**src/rtl/bmc_bit_decoder.sv**
```systemverilog
// BMC lighthouse bit decoder: classifies edge intervals into half/full bits, one bit strobe per decoded bit.
// Optional `BMC_ERROR_COUNT_EN adds err_count, a saturating count of frames ending in error.
module bmc_bit_decoder #(
  parameter int HALF_MIN       = 5,
  parameter int HALF_MAX       = 11,
  parameter int FULL_MIN       = 12,
  parameter int FULL_MAX       = 20,
  parameter int ENV_ACTIVE_LOW = 1
) (
  input  logic        clk_96MHz,
  input  logic        reset_n,
  input  logic        d_in_0,
  input  logic        d_in_1,
  input  logic        e_in,
  output logic        bit_out,
  output logic        bit_valid,
  output logic [9:0]  bit_count,
  output logic        frame_done,
  output logic        frame_error,
  output logic [15:0] env_width
`ifdef BMC_ERROR_COUNT_EN
  ,
  output logic [7:0]  err_count
`endif
);

  typedef enum logic [1:0] {S_IDLE, S_SYNC, S_RUN, S_ERROR} state_t;

  state_t      r_state;
  logic [7:0]  r_cnt;
  logic        r_pending;
  logic        r_err;
  logic [15:0] r_acc;

  logic w_env_act;
  logic w_edge;
  logic w_short;
  logic w_long;
  logic w_stall;
  logic w_end_err;

  assign w_env_act = (ENV_ACTIVE_LOW != 0) ? ~e_in : e_in;
  assign w_edge    = d_in_0 ^ d_in_1;
  assign w_short   = (r_cnt >= 8'(HALF_MIN)) && (r_cnt <= 8'(HALF_MAX));
  assign w_long    = (r_cnt >= 8'(FULL_MIN)) && (r_cnt <= 8'(FULL_MAX));
  assign w_stall   = r_cnt > 8'(FULL_MAX);
  // A half-bit still waiting for its partner at envelope end is a truncated bit.
  assign w_end_err = r_err | r_pending;

  // Edge-to-edge interval: counts clks since the last edge, value at an edge is the interval.
  always_ff @(posedge clk_96MHz) begin
    if (!reset_n) begin
      r_cnt <= 8'd0;
    end else if (w_edge) begin
      r_cnt <= 8'd1;
    end else if (r_cnt != 8'hFF) begin
      r_cnt <= r_cnt + 8'd1;
    end
  end

  always_ff @(posedge clk_96MHz) begin
    if (!reset_n) begin
      r_state     <= S_IDLE;
      r_pending   <= 1'b0;
      r_err       <= 1'b0;
      r_acc       <= 16'd0;
      bit_out     <= 1'b0;
      bit_valid   <= 1'b0;
      bit_count   <= 10'd0;
      frame_done  <= 1'b0;
      frame_error <= 1'b0;
      env_width   <= 16'd0;
`ifdef BMC_ERROR_COUNT_EN
      err_count   <= 8'd0;
`endif
    end else begin
      bit_valid  <= 1'b0;
      frame_done <= 1'b0;
      case (r_state)
        S_IDLE: begin
          if (w_env_act) begin
            r_state   <= S_SYNC;
            r_acc     <= 16'd1;
            bit_count <= 10'd0;
            r_pending <= 1'b0;
            r_err     <= 1'b0;
          end
        end
        default: begin
          // Envelope end wins over anything else seen in the same cycle, including a completing edge.
          if (!w_env_act) begin
            r_state     <= S_IDLE;
            r_pending   <= 1'b0;
            frame_done  <= 1'b1;
            frame_error <= w_end_err;
            env_width   <= r_acc;
`ifdef BMC_ERROR_COUNT_EN
            if (w_end_err && (err_count != 8'hFF)) begin
              err_count <= err_count + 8'd1;
            end
`endif
          end else begin
            if (r_acc != 16'hFFFF) begin
              r_acc <= r_acc + 16'd1;
            end
            case (r_state)
              S_SYNC: begin
                if (w_edge) begin
                  r_state <= S_RUN;
                end
              end
              S_RUN: begin
                if (w_edge) begin
                  if (w_long && !r_pending) begin
                    bit_valid <= 1'b1;
                    bit_out   <= 1'b0;
                    if (bit_count != 10'h3FF) bit_count <= bit_count + 10'd1;
                  end else if (w_short && !r_pending) begin
                    r_pending <= 1'b1;
                  end else if (w_short && r_pending) begin
                    bit_valid <= 1'b1;
                    bit_out   <= 1'b1;
                    r_pending <= 1'b0;
                    if (bit_count != 10'h3FF) bit_count <= bit_count + 10'd1;
                  end else begin
                    r_state <= S_ERROR;
                    r_err   <= 1'b1;
                  end
                end else if (w_stall) begin
                  r_state <= S_ERROR;
                  r_err   <= 1'b1;
                end
              end
              default: ;
            endcase
          end
        end
      endcase
    end
  end

endmodule

```
**config.mk**
```make
export PLATFORM = sky130hd
export DESIGN_NAME = bmc_bit_decoder
export DESIGN_NICKNAME = d
export VERILOG_FILES = /design/src/rtl/bmc_bit_decoder.sv
export SDC_FILE = /design/constraint.sdc
export NUM_CORES = 1
export LEC_CHECK = 0
export ABC_CLOCK_PERIOD_IN_PS = 2500
export CAP_MARGIN = 20
export CORE_MARGIN = 10
export CORE_UTILIZATION = 30
export CTS_BUF_LIST = sky130_fd_sc_hd__clkbuf_4
export DETAILED_ROUTE_END_ITERATION = 8
export PLACE_DENSITY = 0.51
export SLEW_MARGIN = 30
export SYNTH_ARGS = -nofsm -noshare
export SYNTH_HDL_FRONTEND = slang
export SYNTH_SLANG_ARGS = --single-unit
```
**constraint.sdc**
```tcl
create_clock -name clk_96MHz -period 2.5 [get_ports clk_96MHz]
set_input_delay 0.75 -clock clk_96MHz [delete_from_list [all_inputs] [get_ports clk_96MHz]]
set_output_delay 0.75 -clock clk_96MHz [all_outputs]
set_load 0.05 [all_outputs]
```
# Word-level counts from Yosys, hierarchy flattened
# Index checks and enable logic that the tools add are counted.
[totals]
register_bits = 58
inputBits = 5
word_cells = 120
[classes]
addsub = 3
n_lt_le_gt_ge = 5
eq_ne = 17
mux = 48
bitwise = 7
reduce_logical = 28
[op_table]
columns = ["operator", "count"]
rows = [
  ["10-bit 2-to-1 mux", 9],
  ["16-bit 2-to-1 mux", 4],
  ["1-bit 2-to-1 mux", 25],
  ["5-bit by 4-bit inequality test with 1-bit output, second input constant", 4],
  ["2-bit 2-to-1 mux", 9],
  ["16-bit by 1-bit adder with 16-bit output, second input constant", 1],
  ["16-bit inequality test, second input constant", 1],
  ["3-bit by 2-bit inequality test with 1-bit output, second input constant", 5],
  ["6-bit AND reduction", 2],
  ["3-bit nonzero test", 4],
  ["10-bit by 1-bit adder with 10-bit output, second input constant", 1],
  ["10-bit inequality test, second input constant", 1],
  ["5-bit AND reduction", 2],
  ["2-bit nonzero test", 5],
  ["8-bit by 1-bit adder with 8-bit output, second input constant", 1],
  ["8-bit by 3-bit >= comparator with 1-bit output, second input constant", 1],
  ["8-bit by 4-bit >= comparator with 1-bit output, second input constant", 1],
  ["8-bit by 5-bit > comparator with 1-bit output, second input constant", 1],
  ["8-bit by 4-bit less-or-equal comparator with 1-bit output, second input constant", 1],
  ["8-bit by 5-bit less-or-equal comparator with 1-bit output, second input constant", 1],
  ["8-bit inequality test, second input constant", 1],
  ["4-bit nonzero test", 2],
  ["7-bit AND reduction", 1],
  ["1-bit logical AND", 5],
  ["other kinds (13)", 20],
]

# Logic depth before layout (Yosys ltp)
[depth]
depth_word = 10
ltp_mapped = 8
mapped_depth_nobuf = 7

# Least setup slack after synthesis
# OpenSTA, ideal clock, no wires.
[synth_path]
kind = "reg2reg"
start = "register bit_count[0]"
end = "register bit_count[1]"
t_arrival_ns = 1.903
slack_ns = 0.527
stages_incl_launch_ff = 8
period_less_slack_ns = 1.973
path_cell_list = "dfxtp_1 ha_1 and4_1 nand4_1 nand3_1 buf_2 o211ai_1 a21oi_1"
[synth_via]
elab_chain_len = 9
elab_cells_between_ends = 10
cone_classes = "add/sub: 1; eq/ne: 1; mux: 8"
[synth_lines]
columns = ["element", "line_no", "text"]
rows = [
  ["start, declared", "17", "output logic [9:0] bit_count,"],
  ["start signal, assigned", "117", "if (bit_count != 10'h3FF) bit_count <= bit_count + 10'd1;"],
  ["start signal, assigned", "124", "if (bit_count != 10'h3FF) bit_count <= bit_count + 10'd1;"],
  ["10-bit by 1-bit adder with 10-bit output or 10-bit inequality test (tied branches)", "117, 124", ""],
  ["10-bit 2-to-1 mux (*)", "117, 124", ""],
  ["10-bit 2-to-1 mux", "120", "end else if (w_short && r_pending) begin"],
  ["10-bit 2-to-1 mux", "118", "end else if (w_short && !r_pending) begin"],
  ["10-bit 2-to-1 mux (*)", "114", "if (w_long && !r_pending) begin"],
  ["10-bit 2-to-1 mux (*)", "113", "if (w_edge) begin"],
  ["10-bit 2-to-1 mux (*)", "106", "case (r_state)"],
  ["10-bit 2-to-1 mux (*)", "91", "if (!w_env_act) begin"],
  ["10-bit 2-to-1 mux (*)", "79", "case (r_state)"],
]
# Every way passes the cells marked *; elsewhere a longest branch is shown, timed or not. The select of a mux whose other input is x is not followed.
# A chain may end at the register's enable or synchronous reset.

# Worst setup path in the final report
[layout_path]
start = "register bit_count[0]"
end = "output bit_count[0]"
# No word-level cell between the ends.

==> flow_summary.toml <==
[logic_synthesis]
dominantRegCellSynth = "sky130_fd_sc_hd__dfxtp_1"
synth.net_count = 342
ys_ff_latch = 58
syn-mean-instance-area_um2 = 8.36
syn-cell-area_mm2 = 0.00277
post_synth_and_or_nand_nor_area_fraction = 0.283
yosys-top-cells-area = "sky130_fd_sc_hd__dfxtp_1 42%, sky130_fd_sc_hd__nand2_1 6.6%, sky130_fd_sc_hd__a21oi_1 6.0%, sky130_fd_sc_hd__xnor2_1 4.7%, sky130_fd_sc_hd__nor2_1 3.9%"
synth_compound_gate_area_share = 0.166
share_of_cell_area_taken_by_muxes_after_synthesis = 0.0145
synth_xor_xnor_area_share = 0.0538
synth_fa_ha_area_frac = 0.0271
synthArstFlopShare = 0
synth_top_family_by_area = "simple AND/OR/NAND/NOR gates"
edff_count_synth = 0
postSynthCellCount = 331
synthesis.yosys.warnings = 0
yosys.cell_types.count = 53
synth_largest_area_cell = "sky130_fd_sc_hd__dfxtp_1"
yosys.area.top_type_share = 0.420
sequential_share_of_the_synthesized_area = 0.420

[worst_setup_path]
critical_path.reg2reg.endpoint = "bit_count[3]$_SDFFE_PN0P_"
critPathArrivalTime_ns = 1.66
worst-path-buf-inv = 1
reg2reg_slack_ns = 0.40
startpoint_type = "flop"
cp-end-kind = "output port"
worstPathMaxFanout = 6
critical_path.max_stage_delay_ns = 0.84
rr_worst_depth = 7
worstSetupPathType = "reg2out"
crit_family = "buffers and inverters"
timing.critical_path.slowest_stage_cell = "sky130_fd_sc_hd__clkdlybuf4s50_1"
crit_path_end = "bit_count[0]"
worstReg2RegStart = "r_cnt[0]$_SDFFE_PN0P_"
critical_path_required_ns = 1.75
cp_num_cells = 1
startpoint = "bit_count[0]$_SDFFE_PN0P_"
crit_path_cell_trace = "clkdlybuf4s50_1"

[layout]
antennaDiodeCount = 0
multi_input_comb_area_mm2 = 0.00151
post-route-util = 0.387
drive_above_1_share = 0.107
nets = 388
total_area_of_sequential_cells_mm2 = 0.00116
area_delta_synth_final_pct = 23.7
fillCellCount = 937

[floorplan]
core.rowCount = 34
design.portCount = 35
start_util = 0.313
dieHeight_um = 116
fp.dieArea_mm2 = 0.0135
die-width_um = 116
core_mm2 = 0.00885

[power_and_ir_drop]
pwr-share-seq = 0.581
cellPowerDensity_mw_per_mm2 = 474
power.clock.fraction = 0.338
net-switching-power_w = 0.000425
comb_power_share = 0.080
peakVddDrop_mv = 0.247
intPower_w = 0.00120
total_leakage_power_nw = 1.14
switching_part_of_the_total = 0.262

[timing]
fin_hold_ws_ns = 0.456
max_slew.worst_pin.slew_ns = 0.737
final_period_minus_worst_setup_slack_ns = 2.41
setup_viol_count_final = 0
max_slew_margin = 0.509
grt_setup_unrepaired = "false"
clock-skew-final_ns = 0.0145
report.final.slew_viol_count = 0
fin_crit_sh = 0.965
timing.final.hold_violations = 0
fmax_ghz = 0.414

[clock_network]
clock_latency_on_the_worst_skew_pair_ns = 0.40
clock_tree.buffer_depth = 2
tritoncts_num_sinks = 58
cts.reportedPaths.clkPinSlew_ns = 0.09
htree_num_levels = 3
cts_setup_buffers = 0
cts_buffers = 9
clk_root_buffer_cell = "sky130_fd_sc_hd__clkbuf_4"
clock_tree_from_tritoncts = "done"

[run]
cap_violations = 0

[grt]
overflow = 0
grt_pass1_wl_um = 11200
grt_pass1_vias = 2256
grt_antenna_before_repair = 0
grt_usage = 0.103
pin_count_of_the_biggest_net_entering_global_routing = 22

[hold_path]
timing.hold.worst.class = "reg2reg"

[route]
postRouteWirelength_um = 6660
vias_post_dr = 2452
drtIter0Drc = 74
drc = 0
antenna_left = 0
drt_pass1_iterations = 4
wl_per_cell_um = 13.6
avgViaCountPerCell = 5.00

[place]
place_hpwl_um = 4840
globalplace.congestion = 0.794
port-buffer-count = 34

[status]
run_status = "finished, final reports clean"
[metal layers]
layer / GRT usage / vias up / share of wire
met5: 0 / - / 0
met4: 0.0350 / 0 / 0.011
met3: 0.0434 / 5 / 0.067
met2: 0.156 / 50 / 0.44
met1: 0.129 / 1127 / 0.49
li1: - / 1270 / -
[synthesized netlist by cell type, drive strengths merged, types with 3 or more instances]
library cell / count
a211oi: 8
a21oi: 34
a31oi: 3
and3: 8
buf: 6
clkbuf: 9
dfxtp: 58
ha: 6
inv: 9
mux2i: 4
nand2: 49
nand2b: 5
nand3: 15
nor2: 30
nor2b: 3
nor3: 8
nor4: 7
o21ai: 6
o31ai: 6
or2: 3
or4: 8
xnor2: 15
[worst reg2reg max path, stage by stage, from the launching register on]
cell and delay (ns):
sky130_fd_sc_hd__dfxtp_1 0.35, sky130_fd_sc_hd__inv_1 0.14, sky130_fd_sc_hd__ha_1 0.16, sky130_fd_sc_hd__nor2b_1 0.07, sky130_fd_sc_hd__o41ai_4 0.37, sky130_fd_sc_hd__a21oi_2 0.24, sky130_fd_sc_hd__or4_1 0.55, sky130_fd_sc_hd__a21oi_1 0.15
[metrics by stage]
stage / worst slack (ns) / total power (W) / TNS (ns) / instances / cell area [um2]
6_report: 0.0867 / 0.00162 / 0 / 490 / 3420
5_1_grt: 0.00621 / 0.00171 / 0 / 490 / 3420
4_1_cts: 0.0343 / 0.00166 / 0 / 490 / 3420
3_5_place_dp: -0.00302 / 0.00110 / -0.00302 / 474 / 3310
3_3_place_gp: 0.0375 / 0.00110 / 0 / 474 / 3310
2_1_floorplan: 0.527 / 0.00104 / 0 / 331 / 2770
[state kept, by name (all words and copies together) (netlist names)]
signal	flops
env_width	16
r_acc	16
bit_count	10
r_cnt	8
r_state	2
bit_out	1
bit_valid	1
frame_done	1
frame_error	1
r_err	1
r_pending	1
[repair_timing]
| item | in CTS | in global routing |
|---|---|---|
| gates resized for setup | 0 | 2 |
| hold buffers | 0 | 0 |
| hold endpoints to repair | 0 | 0 |
| endpoints found under the setup margin | 0 | 2 |
[placed cells by master (no fill, tap or decap), types with 3 or more instances in the layout]
cell                              synthesis  layout
sky130_fd_sc_hd__dfxtp_1                 58      58
sky130_fd_sc_hd__nand2_1                 49      49
sky130_fd_sc_hd__a21oi_1                 33      33
sky130_fd_sc_hd__clkdlybuf4s50_1          0      32
sky130_fd_sc_hd__nor2_1                  29      29
sky130_fd_sc_hd__nand3_1                 15      15
sky130_fd_sc_hd__xnor2_1                 15      15
sky130_fd_sc_hd__buf_4                    0      15
sky130_fd_sc_hd__clkbuf_4                 0      11
sky130_fd_sc_hd__inv_1                    8       8
sky130_fd_sc_hd__a211oi_1                 8       8
sky130_fd_sc_hd__and3_1                   8       8
sky130_fd_sc_hd__or4_1                    8       8
sky130_fd_sc_hd__nor3_1                   8       8
sky130_fd_sc_hd__o31ai_1                  6       6
sky130_fd_sc_hd__ha_1                     6       6
sky130_fd_sc_hd__nand2b_1                 5       5
sky130_fd_sc_hd__o21ai_0                  5       5
sky130_fd_sc_hd__nor4_2                   4       4
sky130_fd_sc_hd__mux2i_1                  4       4
sky130_fd_sc_hd__clkinv_1                 1       4
sky130_fd_sc_hd__nor2b_1                  3       3
sky130_fd_sc_hd__a31oi_1                  3       3
sky130_fd_sc_hd__nor4_1                   3       3
[power groups by stage]
stage	logic (W)	clock network, W	registers (W)
floorplan	0.0000754	0	0.000966
global placement	0.000132	0	0.000964
detailed placement	0.000132	0	0.000964
CTS	0.000133	0.000580	0.000943
global route	0.000148	0.000618	0.000945
finish	0.000130	0.000549	0.000942
[area by class of cell]
cell class                 count  area share
multi-input combinational    248       0.440
clock inverter                 5     0.00622
tap                          108      0.0395
clock buffer                  11      0.0241
inverter                      10      0.0110
timing repair buffer          50       0.140
sequential                    58       0.339
[cells by family after synthesis]
kind of cell	Yosys count
fa+ha+maj	6
compound gates	70
flops	58
buf+inv	25
mux	4
simple gates	151
xor+xnor	17
[worst min-delay path by stage]
stage,start,end,slack [ns],cells past startpoint
floorplan,r_acc[9]$_SDFFE_PN0P_,env_width[9]$_SDFFE_PN0P_,0.45,2
global placement,env_width[11]$_SDFFE_PN0P_,env_width[11]$_SDFFE_PN0P_,0.45,2
detailed placement,env_width[4]$_SDFFE_PN0P_,env_width[4]$_SDFFE_PN0P_,0.45,2
CTS,env_width[4]$_SDFFE_PN0P_,env_width[4]$_SDFFE_PN0P_,0.46,2
global route,env_width[4]$_SDFFE_PN0P_,env_width[4]$_SDFFE_PN0P_,0.48,2
finish,env_width[4]$_SDFFE_PN0P_,env_width[4]$_SDFFE_PN0P_,0.46,2
No activity file was read; power rests on OpenSTA's default activity.
